[config.mk]
export PLATFORM = sky130hd
export DESIGN_NAME = sev_segm_reader
export DESIGN_NICKNAME = d
export VERILOG_FILES = /design/src/rtl/sev_segm_reader.sv
export SDC_FILE = /design/constraint.sdc
export NUM_CORES = 1
export LEC_CHECK = 0
export BUFFER_PORTS_ARGS = -buffer_cell sky130_fd_sc_hd__buf_2
export CAP_MARGIN = 20
export CORE_ASPECT_RATIO = 0.75
export CORE_MARGIN = 2
export CORE_UTILIZATION = 60
export DETAILED_ROUTE_END_ITERATION = 6
export PLACE_DENSITY = 0.82
export SETUP_SLACK_MARGIN = 0.1
export SYNTH_ARGS = -nofsm -noshare
export SYNTH_HDL_FRONTEND = slang
export SYNTH_SLANG_ARGS = --single-unit
export TNS_END_PERCENT = 5
[constraint.sdc]
create_clock -name clk -period 8 [get_ports clk]
set_clock_uncertainty 0.05 [all_clocks]
set_input_delay 0.4 -clock clk [delete_from_list [all_inputs] [get_ports clk]]
set_output_delay 0.4 -clock clk [all_outputs]
set_load 0.02 [all_outputs]
[src/rtl/sev_segm_reader.sv]
// Snoops a multiplexed active-low 7-segment bus and recovers each digit's hex value (SEGM_DP_EN adds dp).
// A digit commits STABLE_CNT+2 cycles after its pins settle; pure observer, no backpressure.
module sev_segm_reader #(
  parameter int DIGITS     = 4,
  parameter int STABLE_CNT = 8
) (
  input  logic                clk,
  input  logic                rst_n,
`ifdef SEGM_DP_EN
  input  logic [7:0]          segm,
`else
  input  logic [6:0]          segm,
`endif
  input  logic [DIGITS-1:0]   dig_en,
  output logic [4*DIGITS-1:0] hex_out,
  output logic [DIGITS-1:0]   blank,
  output logic [DIGITS-1:0]   err,
  output logic                upd,
`ifdef SEGM_DP_EN
  output logic [2:0]          upd_idx,
  output logic [DIGITS-1:0]   dp_out
`else
  output logic [2:0]          upd_idx
`endif
);

`ifdef SEGM_DP_EN
  localparam int SW = 8;
`else
  localparam int SW = 7;
`endif
  localparam logic [7:0] CNT_MAX    = 8'(STABLE_CNT);
  localparam logic [7:0] CNT_COMMIT = 8'(STABLE_CNT - 1);

  typedef enum logic [1:0] {IDLE, TRACK, HOLD} state_t;

  logic [SW-1:0]     seg_s1, seg_s2, seg_prev;
  logic [DIGITS-1:0] en_s1, en_s2;
  logic [2:0]        act_idx, idx_prev;
  logic [3:0]        zeros;
  logic              smp_vld, vld_prev, same;
  logic [7:0]        cnt, cnt_nxt;
  state_t            state, state_nxt;
  logic              commit;
  logic [3:0]        dec_hex, old_hex, new_hex;
  logic              dec_hit, dec_blank, dec_err;
  logic              old_blank, old_err, chg;
`ifdef SEGM_DP_EN
  logic              old_dp, new_dp;
`endif

  // Enables sync to all-ones so the idle bus reads as "no digit selected".
  always_ff @(posedge clk or negedge rst_n) begin
    if (!rst_n) begin
      seg_s1 <= '0;
      seg_s2 <= '0;
      en_s1  <= '1;
      en_s2  <= '1;
    end else begin
      seg_s1 <= segm;
      seg_s2 <= seg_s1;
      en_s1  <= dig_en;
      en_s2  <= en_s1;
    end
  end

  always_comb begin
    zeros   = '0;
    act_idx = '0;
    for (int i = 0; i < DIGITS; i++) begin
      if (!en_s2[i]) begin
        zeros   = zeros + 4'd1;
        act_idx = i[2:0];
      end
    end
    smp_vld = (zeros == 4'd1);
  end

  always_comb begin
    same = smp_vld && vld_prev && (seg_s2 == seg_prev) && (act_idx == idx_prev);
    if (!same)               cnt_nxt = '0;
    else if (cnt == CNT_MAX) cnt_nxt = cnt;
    else                     cnt_nxt = cnt + 8'd1;
  end

  always_ff @(posedge clk or negedge rst_n) begin
    if (!rst_n) begin
      seg_prev <= '0;
      idx_prev <= '0;
      vld_prev <= 1'b0;
      cnt      <= '0;
      state    <= IDLE;
    end else begin
      seg_prev <= seg_s2;
      idx_prev <= act_idx;
      vld_prev <= smp_vld;
      cnt      <= cnt_nxt;
      state    <= state_nxt;
    end
  end

  always_comb begin
    state_nxt = state;
    commit    = 1'b0;
    case (state)
      IDLE:  if (smp_vld) state_nxt = TRACK;
      TRACK: begin
        if (!smp_vld) state_nxt = IDLE;
        else if (same && cnt == CNT_COMMIT) begin
          commit    = 1'b1;
          state_nxt = HOLD;
        end
      end
      HOLD: begin
        if (!smp_vld)  state_nxt = IDLE;
        else if (!same) state_nxt = TRACK;
      end
      default: state_nxt = IDLE;
    endcase
  end

  // Blank and error are mutually exclusive; a table hit clears both.
  always_comb begin
    dec_hit   = 1'b1;
    dec_blank = 1'b0;
    dec_err   = 1'b0;
    dec_hex   = 4'h0;
    case (seg_s2[6:0])
      7'h40: dec_hex = 4'h0;
      7'h79: dec_hex = 4'h1;
      7'h24: dec_hex = 4'h2;
      7'h30: dec_hex = 4'h3;
      7'h19: dec_hex = 4'h4;
      7'h12: dec_hex = 4'h5;
      7'h02: dec_hex = 4'h6;
      7'h78: dec_hex = 4'h7;
      7'h00: dec_hex = 4'h8;
      7'h10: dec_hex = 4'h9;
      7'h08: dec_hex = 4'hA;
      7'h03: dec_hex = 4'hB;
      7'h46: dec_hex = 4'hC;
      7'h21: dec_hex = 4'hD;
      7'h06: dec_hex = 4'hE;
      7'h0E: dec_hex = 4'hF;
      7'h7F: begin
        dec_hit   = 1'b0;
        dec_blank = 1'b1;
      end
      default: begin
        dec_hit = 1'b0;
        dec_err = 1'b1;
      end
    endcase
  end

  always_comb begin
    old_hex   = '0;
    old_blank = 1'b0;
    old_err   = 1'b0;
`ifdef SEGM_DP_EN
    old_dp    = 1'b0;
`endif
    for (int i = 0; i < DIGITS; i++) begin
      if (act_idx == i[2:0]) begin
        old_hex   = hex_out[4*i +: 4];
        old_blank = blank[i];
        old_err   = err[i];
`ifdef SEGM_DP_EN
        old_dp    = dp_out[i];
`endif
      end
    end
    new_hex = dec_hit ? dec_hex : old_hex;
`ifdef SEGM_DP_EN
    new_dp = ~seg_s2[7];
    chg    = {new_hex, dec_blank, dec_err, new_dp} != {old_hex, old_blank, old_err, old_dp};
`else
    chg    = {new_hex, dec_blank, dec_err} != {old_hex, old_blank, old_err};
`endif
  end

  always_ff @(posedge clk or negedge rst_n) begin
    if (!rst_n) begin
      hex_out <= '0;
      blank   <= '1;
      err     <= '0;
      upd     <= 1'b0;
      upd_idx <= '0;
`ifdef SEGM_DP_EN
      dp_out  <= '0;
`endif
    end else begin
      upd <= commit && chg;
      if (commit && chg) upd_idx <= act_idx;
      for (int i = 0; i < DIGITS; i++) begin
        if (commit && act_idx == i[2:0]) begin
          hex_out[4*i +: 4] <= new_hex;
          blank[i]          <= dec_blank;
          err[i]            <= dec_err;
`ifdef SEGM_DP_EN
          dp_out[i]         <= new_dp;
`endif
        end
      end
    end
  end

endmodule

==> results.txt, run 1 <==
crit path max-delay cell type = dfstp_2
average cell area after synthesis = 12.0 µm²
CP peak stage delay = 710 ps
fin cells = 391
core area = 5300 µm²
commonest non-fill, non-tap cell in the layout = dfrtp_1
crit share post-route = 49.4%
vias in the first global route = 2,091
Leakage = 1.76 nW
gr usage total = 23.8%
Setup TNS Final = 0 ps
post_cts resized = 0
Worst slew margin = 43.8%
die width = 89.1 µm
Setup-failing EPs final = 0
dpl hpwl = 4510 µm
hold-fix buffers at CTS = 0
port buffer count = 39
Inserted Clock Buffers = 9
Worst EP required = 8180 ps
Worst Hold Class = in -> reg
final hold vios = 0
layout cells sized above 1 = 33.5%
maximum clock path buffer count = 2
post-synthesis cell type count = 64
FFs w/ async S/R, synth = 100%
Yosys Warn Count = 0
Worst-Margin Slew = 842 ps
met2 WL = 3030 µm
Die Footprint = 6040 µm²
Nets = 329
largest net degree at the start of global routing = 70
met3 WL post-DR = 360 µm
synthesized instance count = 271
H-tree levels = 3
drt pass-1 iters = 4
DP Cell Count = 375
worst-path fanout max = 13
clk slew on worst S/H paths = 70 ps
total power = 0.761 mW
Mapped Nets = 289
Residual DRC = 0
switching share of power = 22.0%
Peak VDD IR = 0.134 mV
Worst-Skew Late Latency = 350 ps
TritonCTS clock tree = built
setup bufs post-CTS = 0
vias = 2,255
post-route ant nets = 0
crit path time final = 3960 ps
max-cap violations = 0
Placer Congestion = 0.866
unrepaired setup endpoints after global routing = no
max-slew violation count = 0
switching power = 0.167 mW
most frequent cells in the layout = 57 x dfrtp_1, 39 x buf_2, 24 x mux2_2
post-layout util = 70.7%
routed len/inst = 16.8 µm
starting density of the core = 61.6%
Crit. End Element = flip-flop
drt total wl = 6580 µm
Ports = 41
ys flop type = dfrtp_1
WP data arrival = 4140 ps
status = finished, final reports clean
first-pass GRT wire length = 10,300 µm
CTS Sinks = 69
sequential area share after synthesis = 53.4%
Worst Setup Path Type = reg -> reg
Internal = 0.594 mW
fmax = 253 MHz
Comb power frac = 5.7%
uppermost layer routed = met4
clock share of power = 45.2%
crit-path most repeated cell = ha_1
1st-iter DRT viols = 161
P&R area growth vs syn = 14.9%
Post-synth EDFFs = 0
PwrDens = 203 nW/µm²
Syn Std Cell Area = 3260 µm²
post-synthesis register bit count = 69
routed vias/inst = 5.77
Die Ht = 67.8 µm
met1 WL = 3110 µm
part of the power in registers = 49.0%
crit-path cells = inv_1 > ha_1 > xnor2_2 > ha_1 > xnor2_1 > a31oi_1 > o32ai_2 > nand4_1 > nor3_2 > nand3_1 > mux2_2
Diodes inserted = 0
CP Launch Type = flip-flop
Row Count = 23
GRT overflow = 0
initial antenna violation count = 0
root buf cell = clkbuf_8
[per-layer routing]
metal / GRT usage [%] / vias to the layer above
met5: 0 / -
li1: - / 1057
met1: 32.9 / 1122
met3: 7.00 / 6
met2: 35.9 / 70
met4: 9.14 / 0
[synth_stat cells (all sizes together), types with 2 or more instances]
cell     instances  area, µm²
a211o            3       26.3
a211oi           4       30.0
a21oi            8       40.0
and2             3       21.3
and3             3       18.8
buf             10       55.1
dfrtp           57       1430
dfstp           12        315
ha               5       62.6
inv             11       41.3
mux2            26        293
mux2i            7       70.1
nand2            4       15.0
nand2b           2       12.5
nand3            9       45.0
nand4            6       37.5
nor2            20       75.1
nor2b            2       12.5
nor3             8       50.1
nor3b            2       15.0
nor4             3       18.8
o211ai           5       47.5
o21ai            5       25.0
o21bai           4       30.0
o2bb2ai          2       17.5
or3              3       23.8
or3b             2       17.5
xnor2           12        113
xor2             8       70.1
[final timing paths]
path                                start           to  slack (ps)  depth (start not counted)
min in group asynchronous           rst_n  seg_prev[3]         190                          2
worst max register to register   en_s2[1]   hex_out[2]        4040                         11
worst min register to register  seg_s1[0]    seg_s2[0]         300                          0
max in group asynchronous           rst_n       cnt[1]        7160                          2
worst min-delay path            dig_en[3]     en_s1[3]         100                          1
worst max-delay path             en_s2[1]   hex_out[2]        4040                         11
[worst max-delay path, delay by kind of cell, from the launching register on]
family / cells / cell delay (ps)
AO/OA/AOI/OAI: 2 / 390
XOR/XNOR: 2 / 310
adder cells (fa/ha/maj): 2 / 570
buffers and inverters: 1 / 80
flip-flops: 1 / 710
multiplexers: 1 / 390
AND/OR/NAND/NOR: 3 / 1340
[power by group through the flow]
stage | Clock (mW) | Sequential, mW | Combinational [mW]
floorplan | 0 | 0.370 | 0.0356
global placement | 0 | 0.379 | 0.0421
detailed placement | 0 | 0.379 | 0.0437
CTS | 0.350 | 0.373 | 0.0442
global route | 0.369 | 0.374 | 0.0489
finish | 0.344 | 0.373 | 0.0437
[kinds of logic (layout without fill, tap and decap cells)]
logic type	count (synthesis)	in the layout	synth area share [%]
buffers and inverters	22	67	3.07
other	1	1	0.115
XOR/XNOR	20	20	5.60
AO/OA/AOI/OAI	43	43	10.5
AND/OR/NAND/NOR	78	78	14.2
adder cells (fa/ha/maj)	5	5	1.92
multiplexers	33	33	11.1
flip-flops	69	69	53.4
[through the flow]
step / hold WS [ps] / cell area, µm² / worst slack, ps
2_1_floorplan: 54.4 / 3260 / 4820
3_3_place_gp: 281 / 3500 / 4160
3_5_place_dp: 285 / 3500 / 4110
4_1_cts: 85.8 / 3740 / 4060
5_1_grt: 79.4 / 3740 / 3770
6_report: 98.0 / 3740 / 4040
[cell type report]
| type | count | area (µm²) |
|---|---|---|
| Clock inverter | 6 | 109 |
| Tap cell | 75 | 93.8 |
| Clock buffer | 10 | 138 |
| Timing Repair Buffer | 40 | 203 |
| Multi-Input combinational cell | 180 | 1420 |
| Sequential cell | 69 | 1740 |
| Inverter | 11 | 41.3 |
| Fill cell | 391 | 1550 |
[sequential cells by signal (all words and copies together), names as in the netlist]
name / flops
hex_out: 16
cnt: 8
seg_prev: 7
seg_s1: 7
seg_s2: 7
blank: 4
en_s1: 4
en_s2: 4
err: 4
idx_prev: 2
state: 2
upd_idx: 2
upd: 1
vld_prev: 1
(Power assumes the default switching activity.)
==> inputs of run 2 (changes only) <==
ABC_AREA = 1   (was unset)
CORE_UTILIZATION = 58   (was 60)
PLACE_DENSITY = 0.79   (was 0.82)
clock period = 4.11 ns   (was 8 ns; I/O delays follow)
==> run 2 against run 1 <==
Sequential power rose by 93%. Critical path depth rose by 6. Die area rose by 12%. Synthesized area rose by 9.0%. Worst hold slack improved by 200 ps. Utilization rose by 0.95 points. Total power rose by 100%. Register-to-register slack got worse by 3300 ps. Non-clock buffer count rose by 12. Clock-buffer cell count did not move. Via count rose by 38%. Combinational power rose to 3.0 times the previous value. Critical path type unchanged. Critical endpoint is now hex_out[0]. Largest power group unchanged.
==> results.txt, run 2 <==
hold depth = 0 (-1)
final hold vios = 0 (unchanged)
unrepaired setup endpoints after global routing = no
capture point of the worst reg-to-reg path = hex_out[0]
vias = 3,111 (+38%)
root buf cell = clkbuf_8
Residual DRC = 0 (unchanged)
FFs w/ async S/R, synth = 100% (unchanged)
clk slew on worst S/H paths = 80 ps (about the same)
Synth top cells by count = 120 x nand2_1, 58 x inv_1, 57 x dfrtp_1, 54 x nor2_1, 37 x nand3_1
most frequent cells in the layout = 120 x nand2_1, 58 x inv_1, 57 x dfrtp_1
Leakage = 2.27 nW (+29%)
CP peak stage delay = 670 ps (-40 ps)
synthesized instance count = 448 (+65%)
post-synthesis register bit count = 69 (unchanged)
Post-synth EDFFs = 0 (unchanged)
crit-path cells = inv_1 > ha_1 > inv_1 > nand2_1 > nand2_2 > inv_1 > ha_1 > nor2_1 > nand2_1 > o31ai_2 > nand2_2 > nor3_4 > nand3_4 > nor2_8 > nand2_2 > nand2_1 > nand2_1
post-synthesis cell type count = 37 (-42%)
final setup margin = 745 ps (-3300 ps)
H-tree levels = 3 (unchanged)
max-cap violations = 0 (unchanged)
Setup TNS Final = 0 ps (unchanged)
TritonCTS clock tree = built
drt pass-1 iters = 4 (unchanged)
Ports = 41 (unchanged)
routed vias/inst = 5.29 (-8.3%)
GRT overflow = 0 (unchanged)
gr usage total = 26.5% (+2.7 points)
first-pass GRT wire length = 13,700 µm (+33%)
Yosys Warn Count = 0 (unchanged)
commonest non-fill, non-tap cell in the layout = nand2_1
core area = 5860 µm² (+11%)
count leader, synth = nand2_1
post-synth top area share = 40.1% (-3.6 points)
layout cells sized above 1 = 19.2% (-14 points)
PwrDens = 370 nW/µm² (+82%)
dpl hpwl = 5890 µm (+31%)
leading area contributor after synthesis = dfrtp_1
WP data arrival = 3560 ps (-580 ps)
Nets = 523 (+59%)
port buffer count = 39 (unchanged)
pre-CTS setup slack = 828 ps (-3280 ps)
flop2flop setup slack = 750 ps (-3300 ps)
fmax = 297 MHz (+18%)
Worst Setup Path Type = reg -> reg
status = finished, final reports clean
Worst slew margin = 53.5% (+9.7 points)
total power = 1.55 mW (+100%)
vias in the first global route = 2,957 (+41%)
worst r2r src = en_s2[1]
largest net degree at the start of global routing = 41 (-41%)
Hold Path Sink = seg_s2[5]
die width = 94.4 µm (+5.9%)
Worst R2R Path Depth = 17 (+6)
Die Ht = 71.8 µm (+5.8%)
post-route ant nets = 0 (unchanged)
Diodes inserted = 0 (unchanged)
Crit. End Element = flip-flop
crit path max-delay cell type = dfstp_2
Biggest register = hex_out
crit-path most repeated cell = nand2_1
Die Footprint = 6780 µm² (+12%)
maximum clock path buffer count = 2 (unchanged)
routed len/inst = 13.8 µm (-18%)
average cell area after synthesis = 7.93 µm² (-34%)
Peak VDD IR = 0.324 mV (+140%)
Largest regs = hex_out: 16 flops, cnt: 8 flops
max reg flops = 16 (unchanged)
Worst EP required = 4300 ps (-3880 ps)
sequential area share after synthesis = 49.0% (-4.4 points)
worst-path fanout max = 16 (+3)
Synth area leaders = dfrtp_1 40%, nand2_1 13%, dfstp_2 8.9%
Worst-Skew Late Latency = 360 ps (about the same)
initial antenna violation count = 0 (unchanged)
max-slew violation count = 0 (unchanged)
ys flop type = dfrtp_1
CP Launch Type = flip-flop
CTS Sinks = 69 (unchanged)
Setup-failing EPs final = 0 (unchanged)
crit share post-route = 81.9% (+32 points)
Worst-Margin Slew = 697 ps (-146 ps)
Row Count = 24 (+4.3%)
Placer Congestion = 0.933 (+7.7%)
Inserted Clock Buffers = 9 (unchanged)
hold wc startpoint = seg_s1[5]
Syn Std Cell Area = 3550 µm² (+9.0%)
starting density of the core = 60.7% (-0.87 points)
drt total wl = 8130 µm (+24%)
crit path time final = 3360 ps (-591 ps)
Worst Hold Class = reg -> reg
1st-iter DRT viols = 171 (+6.2%)
Mapped Nets = 466 (+61%)
P&R area growth vs syn = 18.1%
[run 2: how the worst max path moves through the flow]
stage	from	to	slack [ps]	depth (start not counted)
after detailed placement	en_s2[1]	hex_out[7]	830	17
after global routing	en_s2[1]	err[1]	490	17
after global placement	en_s2[1]	hex_out[7]	1010	17
final	en_s2[1]	hex_out[0]	750	17
after floorplan	en_s2[1]	hex_out[4]	1070	19
after CTS	en_s2[1]	hex_out[0]	760	17
[run 2: layout make-up]
cell class | count | area [µm²]
repair buffers | 52 | 323
inverters | 66 | 248
fillers | 461 | 1660
flip-flops and latches | 69 | 1740
well taps | 78 | 97.6
multi-input cells | 307 | 1530
clock buffers | 10 | 138
clock inverters | 6 | 116
[run 2: where the power goes]
group          leakage [nW]  total (mW)  switching (mW)  internal, mW
clock                 0.127       0.701           0.276         0.425
sequential            0.865       0.720          0.0193         0.701
combinational          1.28       0.132          0.0885        0.0435
[run 2: stage by stage]
stage	instance area, µm²	hold slack, ps	instances	utilization, %
2_1_floorplan	3550	-140	448	-
3_3_place_gp	3820	222	560	65.3
3_5_place_dp	3820	240	560	65.3
4_1_cts	4200	294	588	71.6
5_1_grt	4200	303	588	71.6
6_report	4200	300	588	71.6
[run 2: cell families (layout without fill, tap and decap cells)]
logic type               Yosys count  count (layout)  share of synthesized area [%]
AND/OR/NAND/NOR                  249             249                           32.3
AO/OA/AOI/OAI                     44              44                           7.01
flip-flops                        69              69                           49.0
buffers and inverters             72             134                           7.89
other                              1               1                          0.106
adder cells (fa/ha/maj)            5               5                           1.76
XOR/XNOR                           8               8                           1.97
[run 2: critical path: cells and delay by family (launching register included)]
family	cells	cell delay (ps)
adder cells (fa/ha/maj)	2	700
buffers and inverters	3	420
flip-flops	1	670
AO/OA/AOI/OAI	1	70
AND/OR/NAND/NOR	11	1360
[run 2: repair_timing]
| item | CTS | global route |
|---|---|---|
| buffers inserted | 0 | 0 |
| hold buffers | 12 | 0 |
| gates resized for setup | 0 | 0 |
| hold endpoints to repair | 35 | 0 |
[run 2: layer usage]
layer | track usage, % | up-vias | share of wire, %
met3 | 7.99 | 20 | 6.3
met2 | 39.4 | 89 | 45
met5 | 0 | - | 0
met4 | 8.05 | 0 | 2.0
met1 | 37.9 | 1467 | 47
li1 | - | 1535 | -
==> inputs of run 3 (changes only) <==
clock period = 3.3 ns   (was 4.11 ns; I/O delays follow)
==> run 3 against run 2 <==
Global-route usage down 0.76 points. Highest routed layer unchanged. Sequential share of layout area increased by 0.099 points. Total power is 18% higher. Register-to-register slack worse by 320 ps. Setup slack got worse by 320 ps. Critical path type unchanged. Critical path depth is the same. Clock power is 8.8% higher. Fmax increased by 17%. Utilization is 0.17 points lower. Design area is 0.24% lower. Cell count grew 0.51%.
==> results.txt, run 3 (same netlist as run 2, synthesis figures left out) <==
1st-iter DRT viols = 210 (+23%)
Worst-Skew Late Latency = 340 ps (-20 ps)
Worst R2R Path Depth = 17 (unchanged)
Nets = 526 (+0.57%)
pre-CTS setup slack = 285 ps (-543 ps)
largest net degree at the start of global routing = 32 (-22%)
Worst Hold Class = in -> async
Die Ht = 71.8 µm (unchanged)
most frequent cells in the layout = 120 x nand2_1, 58 x inv_1, 57 x dfrtp_1
dpl hpwl = 5920 µm (+0.50%)
routed len/inst = 13.3 µm (-3.8%)
commonest non-fill, non-tap cell in the layout = nand2_1
flop2flop setup slack = 430 ps (-320 ps)
root buf cell = clkbuf_8
max-slew violation count = 0 (unchanged)
maximum clock path buffer count = 2 (unchanged)
unrepaired setup endpoints after global routing = no
CP Launch Type = flip-flop
Filler Cells Inserted = 469 (+1.7%)
crit path time final = 2870 ps (-490 ps)
Worst EP required = 3480 ps (-820 ps)
post-route ant nets = 0 (unchanged)
port buffer count = 39 (unchanged)
post-layout util = 71.5% (-0.17 points)
vias = 3,071 (-1.3%)
post_cts resized = 0 (unchanged)
met1 WL = 3620 µm (-4.9%)
capture point of the worst reg-to-reg path = err[2]
Worst slew margin = 56.6% (+3.0 points)
Biggest register = hex_out
max-cap violations = 0 (unchanged)
clk slew on worst S/H paths = 80 ps (about the same)
gr usage total = 25.8% (-0.76 points)
layout cells sized above 1 = 19.5% (+0.28 points)
total power = 1.83 mW (+18%)
vias in the first global route = 2,909 (-1.6%)
initial antenna violation count = 0 (unchanged)
drt pass-1 iters = 5 (+1)
core area = 5860 µm² (unchanged)
PwrDens = 436 nW/µm² (+18%)
Leakage = 2.27 nW (-0.25%)
Peak VDD IR = 0.338 mV (+4.3%)
starting density of the core = 60.7% (unchanged)
Crit. End Element = flip-flop
Setup TNS Final = 0 ps (unchanged)
DP Cell Count = 562 (+0.36%)
cell area after layout = 4190 µm² (-0.24%)
max reg flops = 16 (unchanged)
worst-path fanout max = 10 (-6)
Setup-failing EPs final = 0 (unchanged)
Diodes inserted = 0 (unchanged)
status = finished, final reports clean
die width = 94.4 µm (unchanged)
H-tree levels = 3 (unchanged)
met3 WL post-DR = 572 µm (+12%)
worst r2r src = en_s2[0]
P&R area growth vs syn = 17.8%
fin cells = 591 (+0.51%)
met2 WL = 3610 µm (-0.99%)
final setup margin = 425 ps (-320 ps)
placed cell area = 3840 µm² (+0.39%)
Largest regs = hex_out: 16 flops, cnt: 8 flops
TritonCTS clock tree = built
final hold vios = 0 (unchanged)
routed vias/inst = 5.20 (-1.8%)
GRT overflow = 0 (unchanged)
Row Count = 24 (unchanged)
Min Hold Slack = 191 ps (-109 ps)
CTS Sinks = 69 (unchanged)
drt total wl = 7860 µm (-3.3%)
crit share post-route = 87.1% (+5.2 points)
Inserted Clock Buffers = 9 (unchanged)
Residual DRC = 0 (unchanged)
WP data arrival = 3050 ps (-510 ps)
Worst-Margin Slew = 647 ps (-50.4 ps)
Ports = 41 (unchanged)
uppermost layer routed = met4
Placer Congestion = 0.917 (-1.7%)
Die Footprint = 6780 µm² (unchanged)
first-pass GRT wire length = 13,400 µm (-2.0%)
Worst Setup Path Type = reg -> reg
fmax = 348 MHz (+17%)
==> run 3: cell count changes in the layout (fill, tap and decap cells not counted), sizes merged <==
cell / delta
buf: +3
bufinv: -1
clkinvlp: +1
==> run 3: power breakdown <==
part	internal, mW	switching [mW]
Sequential	0.873	0.0223
Clock	0.432	0.331
Combinational	0.0565	0.112
Total	1.36	0.465
==> run 3: layout make-up <==
cell class,count,area (µm²),share of cell area [%]
Clock inverter,6,93.8,2.24
Inverter,66,248,5.92
Tap cell,78,97.6,2.33
Multi-Input combinational cell,307,1530,36.6
Timing Repair Buffer,55,345,8.25
Clock buffer,10,128,3.05
Sequential cell,69,1740,41.6
==> run 3: repair_timing <==
item	in CTS	in global routing
setup endpoints to repair	0	25
setup buffers	0	1
hold endpoints to repair	23	0
hold buffers	12	0
==> run 3: worst max path at each step <==
stage / start / to / slack, ps
after detailed placement: en_s2[1] / err[2] / 290
after global routing: en_s2[1] / hex_out[4] / 210
after CTS: en_s2[1] / hex_out[15] / 270
final: en_s2[0] / err[2] / 430
after global placement: en_s2[1] / hex_out[5] / 450
after floorplan: en_s2[1] / hex_out[4] / 260
==> run 3: worst max-delay path, stage by stage (launching register included) <==
cell and delay [ps]:
dfstp_2 540, inv_1 40, ha_1 320, inv_1 60, nand2_1 50, nand2_2 100
inv_1 50, ha_1 290, nor2_1 90, nand2_1 80, o31ai_2 70, nand2_2 140
nor3_4 230, nand3_4 210, nor2_4 170, inv_2 100, nand2_1 90, o21ai_1 70
==> run 3: layer usage <==
metal	GRT usage [%]	up-vias
met1	37.2	1415
li1	-	1542
met2	39.6	110
met5	0	-
met3	6.62	4
met4	5.96	0
